[config.mk]
export PLATFORM = sky130hd
export DESIGN_NAME = acs_array
export DESIGN_NICKNAME = d
export VERILOG_FILES = /design/src/rtl/acs_array.sv
export SDC_FILE = /design/constraint.sdc
export NUM_CORES = 1
export LEC_CHECK = 0
export ABC_CLOCK_PERIOD_IN_PS = 35000
export BUFFER_PORTS_ARGS = -buffer_cell sky130_fd_sc_hd__buf_2
export CAP_MARGIN = 15
export CORE_MARGIN = 1.5
export CORE_UTILIZATION = 65
export CTS_CLUSTER_DIAMETER = 30
export CTS_CLUSTER_SIZE = 16
export DETAILED_ROUTE_END_ITERATION = 7
export GPL_TIMING_DRIVEN = 1
export PLACE_DENSITY = 0.84
export SLEW_MARGIN = 15
export SYNTH_ARGS = -nofsm -noshare
export SYNTH_HDL_FRONTEND = slang
export SYNTH_SLANG_ARGS = --single-unit
[constraint.sdc]
create_clock -name clk -period 35 [get_ports clk]
set_input_delay 1.75 -clock clk [delete_from_list [all_inputs] [get_ports clk]]
set_output_delay 1.75 -clock clk [all_outputs]
set_load 0.1 [all_outputs]
[src/rtl/acs_array.sv]
// Full-trellis add-compare-select for a rate-1/2 Viterbi decoder.
// Tracks per-state validity, normalises and saturates metrics, finds best state.
module acs_array #(
  parameter int K   = 3,
  parameter int G0  = 7,
  parameter int G1  = 5,
  parameter int BMW = 2,
  parameter int PMW = 8,
  localparam int NS = 1 << (K - 1),
  localparam int SW = K - 1
) (
  input  logic             clk,
  input  logic             rst,
  input  logic             start,
  input  logic             bm_valid,
  input  logic [4*BMW-1:0] bm,
  output logic             dec_valid,
  output logic [NS-1:0]    decisions,
  output logic [NS-1:0]    state_valid,
  output logic [SW-1:0]    best_state,
  output logic [PMW-1:0]   best_metric,
  output logic             normalized
);

  localparam logic [NS-1:0] VLD0 =
    {{(NS-1){1'b0}}, 1'b1};
  localparam logic [PMW-1:0] HALF =
    {1'b1, {(PMW-1){1'b0}}};

  function automatic int sym_idx(input int p, input int b);
    int r;
    int c0;
    int c1;
    r  = (p << 1) | b;
    c0 = int'(^(r & G0));
    c1 = int'(^(r & G1));
    return c0 * 2 + c1;
  endfunction

  logic [PMW-1:0] pm_q   [NS];
  logic [NS-1:0]  vld_q;

  logic [PMW-1:0] pm_src [NS];
  logic [NS-1:0]  vld_src;
  logic [PMW-1:0] pm_n   [NS];
  logic [NS-1:0]  vld_n;
  logic [NS-1:0]  dec_n;
  logic [PMW-1:0] pm_f   [NS];
  logic           norm_n;
  logic [SW-1:0]  best_n;
  logic [PMW-1:0] bmet_n;

  // A start step runs from the reset pattern, not the held metrics.
  always_comb begin
    vld_src = start ? VLD0 : vld_q;
    for (int s = 0; s < NS; s++)
      pm_src[s] = start ? '0 : pm_q[s];
  end

  for (genvar n = 0; n < NS; n++) begin : g_acs
    localparam int P0 = n >> 1;
    localparam int P1 = P0 | (1 << (K - 2));
    localparam int B  = n & 1;
    localparam int I0 = sym_idx(P0, B);
    localparam int I1 = sym_idx(P1, B);

    logic [PMW:0] c0;
    logic [PMW:0] c1;
    logic [PMW:0] sel;
    logic         d;
    logic         v;

    assign c0 = {1'b0, pm_src[P0]} +
      {{(PMW+1-BMW){1'b0}}, bm[I0*BMW +: BMW]};
    assign c1 = {1'b0, pm_src[P1]} +
      {{(PMW+1-BMW){1'b0}}, bm[I1*BMW +: BMW]};

    always_comb begin
      d   = 1'b0;
      v   = 1'b0;
      sel = '0;
      if (vld_src[P0] && vld_src[P1]) begin
        d   = c0 > c1;
        v   = 1'b1;
        sel = d ? c1 : c0;
      end else if (vld_src[P1]) begin
        d   = 1'b1;
        v   = 1'b1;
        sel = c1;
      end else if (vld_src[P0]) begin
        v   = 1'b1;
        sel = c0;
      end
    end

    assign dec_n[n] = d;
    assign vld_n[n] = v;
    assign pm_n[n]  = sel[PMW] ? '1 : sel[PMW-1:0];
  end

  always_comb begin
    norm_n = |vld_n;
    for (int s = 0; s < NS; s++)
      if (vld_n[s] && !pm_n[s][PMW-1])
        norm_n = 1'b0;
    for (int s = 0; s < NS; s++) begin
      pm_f[s] = '0;
      if (vld_n[s])
        pm_f[s] = norm_n ? pm_n[s] - HALF : pm_n[s];
    end
  end

  // Strict less-than keeps the lowest index on ties.
  always_comb begin
    logic found;
    found  = 1'b0;
    best_n = '0;
    bmet_n = '0;
    for (int s = 0; s < NS; s++) begin
      if (vld_n[s] && (!found || pm_f[s] < bmet_n)) begin
        found  = 1'b1;
        best_n = s[SW-1:0];
        bmet_n = pm_f[s];
      end
    end
  end

  always_ff @(posedge clk) begin
    if (rst) begin
      for (int s = 0; s < NS; s++)
        pm_q[s] <= '0;
      vld_q       <= VLD0;
      dec_valid   <= 1'b0;
      decisions   <= '0;
      best_state  <= '0;
      best_metric <= '0;
      normalized  <= 1'b0;
    end else begin
      dec_valid  <= 1'b0;
      normalized <= 1'b0;
      if (bm_valid) begin
        for (int s = 0; s < NS; s++)
          pm_q[s] <= pm_f[s];
        vld_q       <= vld_n;
        dec_valid   <= 1'b1;
        decisions   <= dec_n;
        best_state  <= best_n;
        best_metric <= bmet_n;
        normalized  <= norm_n;
      end else if (start) begin
        for (int s = 0; s < NS; s++)
          pm_q[s] <= '0;
        vld_q <= VLD0;
      end
    end
  end

  assign state_valid = vld_q;

endmodule
==> results of run 1 <==
## per-stage QoR
stage	worst slack (ps)	std cells
4_1_cts	22370	1000
5_1_grt	21090	1000
6_report	22000	1000
3_3_place_gp	22560	992
2_1_floorplan	22770	858
3_5_place_dp	22060	992
## worst max path at each step
stage,from,endpoint,slack [ps],depth (start not counted)
floorplan,start,best_metric[4],22770,52
global placement,start,best_metric[4],22560,50
detailed placement,start,best_metric[4],22060,48
CTS,start,best_metric[4],22370,48
global route,start,best_metric[4],21090,48
finish,start,best_metric[4],22000,49
## area by class of cell
cell class | instances | area, sq um
Multi-Input combinational cell | 720 | 5010
Fill cell | 848 | 2920
Sequential cell | 52 | 1200
Timing Repair Buffer | 36 | 193
Inverter | 51 | 191
Tap cell | 133 | 166
Clock buffer | 5 | 68.8
Clock inverter | 3 | 25.0
## cells in the final DEF (no fill, tap or decap), drive strengths merged, types with 21 or more instances in the layout
cell type  instances
dfxtp             36
nor3              37
buf               36
o21ai             46
inv               53
ha                71
nor2             110
a21oi             43
nand3             21
nor2b             25
nand2             64
## routing by layer
layer  wire length, um  GRT usage (%)
met1              8600           55.6
met2              8470           57.5
met3              3040           12.2
met4               611           9.77
met5                 0              0
## kinds of logic after synthesis
logic type                 after synthesis  synth area share [%]
and+or+nand+nor                        357                  27.5
AOI/OAI and AO/OA                      221                  24.1
buffers and inverters                   86                  5.31
adders and majority gates               80                  15.5
DFF                                     52                  18.3
xor gates and xnor gates                41                  5.90
muxes                                   21                  3.34
## power groups by stage
stage	Sequential, uW	Clock (uW)	Combinational (uW)
final	67.2	37.0	77.1
after global routing	67.4	39.1	83.1
after CTS	67.0	37.5	74.7
after detailed placement	68.4	0	74.4
after global placement	68.4	0	72.3
after floorplan	76.2	0	49.9
## sequential cells by signal, indices dropped and copies added (netlist names)
register and count:
decisions 4, pm_q 32, state_valid 4, dec_valid 1, best_metric 8, best_state 2, normalized 1
## worst reg2reg max path: cells and delay by family (launching register included)
kind                       cells  cell delay, ps
AOI/OAI and AO/OA             15            3540
xor gates and xnor gates       1             220
adders and majority gates      5            1540
buffers and inverters          2             170
DFF                            1             510
muxes                          3             860
and+or+nand+nor               20            4480
==> out/summary.txt, run 1 <==
Synth top area cells: ha_1 14%, dfxtp_1 11%, edfxtp_1 7.3%, nor2_1 6.2%, nand2_1 3.7%
Share of the synthesized area in the top cell type: 13.6%
Register area share after synthesis: 18.3%
Dpl cell area: 6760 sq um
Peak per-stage delay on the critical path: 710 ps
Syn_area_per_cell: 7.64 sq um
Switching fraction of total power: 41.8%
Gr usage total: 39.1%
Leakage Power: 0.00295 uW
RSZ-0062 raised after global routing: false
Power Density: 26.5 nW/um^2
Buf+Inv Stages, Crit Path: 4
Seq cells post-synth: 52
Kind of critical path: primary input to register
Drt wl/cell: 20.7 um
Setup crit end kind: register
Net Switching: 75.7 uW
Post-synth EDFFs: 16
H-tree depth: 2
# setup viols final: 0
Top cell by count, worst path: a21oi_1
Most instantiated cells after synthesis: 108 x nor2_1, 71 x ha_1, 64 x nand2_1
Crit Path Max Fanout: 86
Clock network fraction of total power: 20.4%
Max-slew headroom: 27.6%
CTS Buf Count: 5
Worst hold slack: 459 ps
Flop pwr share: 37.1%
CTS root buffer: clkbuf_8
Initial antenna violation count: 0
Most numerous cell in the Yosys netlist: nor2_1
Post-route design area: 6850 sq um
Status: complete, no violations
Detailed Place HPWL: 16600 um
Main synth FF type: dfxtp_1
Clk_lat worst skew: 320 ps
Vias/cell: 6.85
Combinational share of power: 42.5%
FFs w/ async S/R, synth: 0%
Max Cap Viol: 0
Total power: 181 uW
Tightest Pin Transition: 1080 ps
Min Tclk post-route: 13000 ps
Pre-antenna DRT Iters: 6
Clock transition at path regs: 110 ps
Chip width: 103 um
Cell family with most CP delay: compound AO/OA/AOI/OAI gates
IO Port Bufs: 31
Sum Neg Setup Slack: 0 ps
Sink Count: 52
Via count: 6850
DR iter-0 viols: 687
VDD IR max: 0.0000264 V
Final Skew: 9.23 ps
# DRC: 0
Global-route wire length before repair: 31900 um
Yosys warns: 0
Hold_sp: decisions[3]
Largest net degree at the start of global routing: 87
Crit path launch type: primary input
Share of layout cells above drive strength 1: 9.69%
CP Data Required Time: 35210 ps
Final hold vios: 0
Io pins: 32
Cells after Synth: 858
Area leader, netlist: ha_1
Synth Net Count: 945
Worst hold path depth: 2
Core area: 9770 sq um
Hold EP: decisions[3]
Fin crit share: 37.1%
Cts repair resizes: 0
Global placer's final weighted congestion: 1.12
Final Core Density: 70.1%
FP Rows: 36
Reg2reg end: best_metric[4]
Cell-internal power: 106 uW
Clock buffer depth: 2
Hold buffer count at CTS: 0
Routed WL: 20700 um
CTS tree: built
Starting density of the core: 67.1%
Vias in the first global route: 6205
Grt ovf: 0
CP arrival: 13210 ps
ANT nets after route: 0
Reg2reg setup slack: 23530 ps
Full die area: 10700 sq um
Antenna Cells: 0
Nets: 953
Synth unique cells: 86
Max-slew violations: 0
Max frequency: 0.0769 GHz
Die Ht: 103 um
R2r worst-path depth: 46
Post-CTS setup buffers: 0
Synth-to-layout area growth: 4.52%
Post-Syn Area: 6560 sq um
Worst r2r src: pm_q[2][1]
HP Class: register to register
CP max stage cell: a221oi_1
No activity file was read; power rests on OpenSTA's default activity.
==> inputs of run 2 (changes only) <==
- ABC_CLOCK_PERIOD_IN_PS: 35000 -> 10600
- CORE_UTILIZATION: 65 -> 58
- PLACE_DENSITY: 0.84 -> 0.79
- clock period: 35 -> 10.6 ns (I/O delays scaled with it)
==> out/summary.txt, run 2 (synthesis results as in run 1) <==
Status: complete, no violations
Final hold vios: 0
CTS root buffer: clkbuf_16
Largest register FFs: 32
Sum Neg Setup Slack: 0 ps
Kind of critical path: primary input to register
Crit Path Max Fanout: 23
Die Ht: 109 um
CTS tree: built
Clk_lat worst skew: 300 ps
H-tree depth: 2
Hold buffer count at CTS: 0
Tightest Pin Transition: 907 ps
Gr usage total: 36.2%
Hold_sp: best_state[1]
Core area: 10900 sq um
Setup crit end kind: register
Max-slew violations: 0
Final WS setup: 647 ps
Largest regs: pm_q x32, best_metric x8
Crit path launch type: primary input
Reg2reg setup slack: 680 ps
Most frequent cells in the layout: 108 x nor2_1, 69 x ha_1, 64 x nand2_1, 50 x inv_1, 39 x a21oi_1
Nets: 969
Starting density of the core: 59.9%
VDD IR max: 0.0000982 V
Peak per-stage delay on the critical path: 470 ps
Vias/cell: 6.73
Drt wl/cell: 20.8 um
IO Port Bufs: 31
Cell family with most CP delay: simple AND/OR/NAND/NOR gates
Antenna Cells: 0
Pre-antenna DRT Iters: 6
Commonest non-fill, non-tap cell in the layout: nor2_1
Via count: 6886
Hold EP: best_state[1]
HP Class: register to register
Synth-to-layout area growth: 9.49%
FP Rows: 38
Global-route wire length before repair: 33000 um
Io pins: 32
# DRC: 0
Full die area: 11900 sq um
Power Density: 92.3 nW/um^2
CP Data Required Time: 10840 ps
Max-slew headroom: 39.3%
Max frequency: 0.100 GHz
Post-CTS setup buffers: 0
Initial antenna violation count: 0
Clock buffer depth: 2
Pre-CTS setup slack: -41.2 ps
Worst r2r src: pm_q[0][1]
DR iter-0 viols: 778
Fin crit share: 93.9%
Min Tclk post-route: 9950 ps
Detailed Place HPWL: 17000 um
Cts repair resizes: 0
R2r worst-path depth: 45
Worst hold path depth: 1
Vias in the first global route: 6267
Final Skew: 10.8 ps
Global placer's final weighted congestion: 1.09
Chip width: 109 um
Sink Count: 52
Largest net degree at the start of global routing: 24
Leakage Power: 0.00307 uW
Share of layout cells above drive strength 1: 14.3%
Most flops, register: pm_q
CP arrival: 10190 ps
Fill cells: 954
CP max stage cell: or3_1
CTS Buf Count: 5
Placed cell count: 1015
Grt ovf: 0
# setup viols final: 0
Buf+Inv Stages, Crit Path: 5
Max Cap Viol: 0
Reg2reg end: best_metric[4]
Finished Layout Cells: 1023
Routed WL: 21300 um
Clock transition at path regs: 70 ps
ANT nets after route: 0
Total power: 662 uW
run 2: stage by stage:
step                      utilization, %  cell area, sq um  hold WS (ps)
final                               65.6              7180           456
after floorplan                        -              6570           417
after global placement              63.0              6890           431
after CTS                           64.4              7040           459
after detailed placement            63.0              6890           439
after global routing                65.6              7180           469
run 2: final cells by class:
type | instances | area (sq um) | area share [%]
clock inverters | 3 | 25.0 | 0.349
well taps | 140 | 175 | 2.44
inverters | 51 | 191 | 2.67
clock buffers | 5 | 125 | 1.74
multi-input cells | 720 | 5140 | 71.7
repair buffers | 52 | 315 | 4.39
flip-flops and latches | 52 | 1200 | 16.7
run 2: how the worst max path moves through the flow:
stage / cells past startpoint / start / to
floorplan: 53 / start / best_metric[4]
global placement: 48 / start / best_metric[4]
CTS: 48 / start / best_metric[4]
detailed placement: 48 / start / best_metric[4]
global route: 46 / start / best_metric[4]
finish: 46 / start / best_metric[4]
run 2: power breakdown:
group / internal, uW / switching [uW]
Combinational: 95.9 / 173
Clock: 89.5 / 82.5
Sequential: 213 / 9.07
run 2: per-layer routing:
| layer | global-route usage, % | share of wire (%) | vias up |
|---|---|---|---|
| met5 | 0 | 0 | - |
| met2 | 54.1 | 43 | 413 |
| met4 | 7.24 | 1.4 | 0 |
| li1 | - | - | 3192 |
| met3 | 5.28 | 12 | 34 |
| met1 | 55.0 | 44 | 3247 |
==> inputs of run 3 (changes only) <==
- CELL_PAD_IN_SITES_DETAIL_PLACEMENT: unset -> 0
- CELL_PAD_IN_SITES_GLOBAL_PLACEMENT: unset -> 1
- CORE_MARGIN: 1.5 -> unset
- CORE_UTILIZATION: 58 -> 43
- PLACE_DENSITY: 0.79 -> unset
- PLACE_DENSITY_LB_ADDON: unset -> 0.1
==> out/summary.txt, run 3 (synthesis results as in run 1) <==
Status: complete, but fails checks
Failing checks: design-rule violations
Max-slew headroom: 31.8%
RSZ-0062 raised after global routing: false
Chip width: 125 um
Sink Count: 52
Crit Path Max Fanout: 18
Largest net degree at the start of global routing: 23
Clock buffer depth: 2
Kind of critical path: primary input to register
Starting density of the core: 44.6%
ANT nets after route: 0
DR iter-0 viols: 716
Worst r2r src: pm_q[0][1]
Vias/cell: 6.15
IO Port Bufs: 31
Top cell by count, worst path: ha_1
Share of layout cells above drive strength 1: 15.1%
Hold buffer count at CTS: 0
Detailed Place HPWL: 18800 um
Combinational share of power: 41.5%
Tightest Pin Transition: 1020 ps
Min Tclk post-route: 9810 ps
Power Density: 91.4 nW/um^2
Total power: 673 uW
Most frequent cells in the layout: 108 x nor2_1, 71 x ha_1, 64 x nand2_1, 50 x inv_1, 44 x buf_4
Via count: 6710
Clock network fraction of total power: 25.6%
Nets: 993
# setup viols final: 0
Global placer's final weighted congestion: 0.946
CP arrival: 10010 ps
Final Skew: 9.63 ps
Final hold vios: 0
Global-route wire length before repair: 35900 um
Io pins: 32
Critical path origin: start
Leakage Power: 0.00319 uW
Drt wl/cell: 20.8 um
Crit path launch type: primary input
Net Switching: 266 uW
Full die area: 15700 sq um
Antenna Cells: 0
Core area: 14700 sq um
Setup crit end kind: register
Peak per-stage delay on the critical path: 460 ps
Grt ovf: 0
CTS tree: built
CP max stage cell: a211oi_1
VDD IR max: 0.0000682 V
Max-slew violations: 0
CTS root buffer: clkbuf_16
Switching fraction of total power: 39.6%
# DRC: 1
Cell-internal power: 407 uW
Flop pwr share: 32.9%
Largest register FFs: 32
Largest regs: pm_q x32, best_metric x8
Max frequency: 0.102 GHz
Final Core Density: 50.1%
Die Ht: 125 um
Gr usage total: 29.4%
Worst hold slack: 456 ps
Vias in the first global route: 6461
Routed WL: 22700 um
CTS Buf Count: 5
H-tree depth: 2
FP Rows: 44
HP Class: register to register
Most flops, register: pm_q
Clock transition at path regs: 80 ps
Clk_lat worst skew: 310 ps
Max Cap Viol: 0
Initial antenna violation count: 0
Synth-to-layout area growth: 12.3%
Commonest non-fill, non-tap cell in the layout: nor2_1
Sum Neg Setup Slack: 0 ps
CP Data Required Time: 10800 ps
Hold_sp: best_state[1]
Pre-antenna DRT Iters: 7
Fin crit share: 92.6%
## run 3: changes by cell type in the layout (fill, tap and decap cells not counted), sizes merged
| cell | previous run | this run |
|---|---|---|
| buf | 51 | 75 |
| a311oi | 5 | 6 |
| clkbuf | 6 | 5 |
## run 3: layer usage
metal	vias to the layer above	share of wire (%)	global-route usage, %
li1	3251	-	-
met1	3176	49	44.8
met2	259	42	44.3
met3	24	7.2	4.07
met4	0	1.1	4.59
met5	-	0	0
## run 3: critical path: cells and delay by family
kind / cells / cell delay [ps]
adder cells (fa/ha/maj): 6 / 1710
AND/OR/NAND/NOR: 18 / 3170
AO/OA/AOI/OAI: 18 / 3480
buffers and inverters: 2 / 280
multiplexers: 2 / 670
XOR/XNOR: 1 / 120
## run 3: final timing paths
| kind | end | depth (start not counted) | slack [ps] |
|---|---|---|---|
| worst max-delay path | best_metric[4] | 47 | 790 |
| worst min-delay path | best_state[1] | 1 | 460 |
| worst max register to register | best_metric[4] | 46 | 870 |
| worst min register to register | best_state[1] | 1 | 460 |
## run 3: cell type report
| cell class | count | area, sq um |
|---|---|---|
| Tap cell | 184 | 230 |
| Fill cell | 1445 | 7330 |
| Clock buffer | 5 | 125 |
| Multi-Input combinational cell | 721 | 5110 |
| Sequential cell | 52 | 1200 |
| Timing Repair Buffer | 75 | 485 |
| Inverter | 51 | 191 |
| Clock inverter | 3 | 25.0 |
## run 3: metrics by stage
step / cell area [sq um] / setup WS [ps] / std cells
finish: 7360 / 788 / 1091
global route: 7360 / 62.8 / 1091
CTS: 7250 / 376 / 1088
detailed placement: 7100 / 101 / 1080
global placement: 7100 / 276 / 1080
floorplan: 6570 / 0.299 / 858
## run 3: repair_timing
| action | 4_1_cts | 5_1_grt |
|---|---|---|
| setup buffers | 0 | 2 |
| resized for setup | 0 | 17 |
| endpoints found under the setup margin | 0 | 10 |
## run 3: power groups by stage
| stage | registers [uW] | clock network [uW] | logic, uW |
|---|---|---|---|
| floorplan | 252 | 0 | 165 |
| global placement | 225 | 0 | 262 |
| detailed placement | 225 | 0 | 263 |
| CTS | 221 | 177 | 265 |
| global route | 222 | 181 | 304 |
| finish | 221 | 172 | 279 |
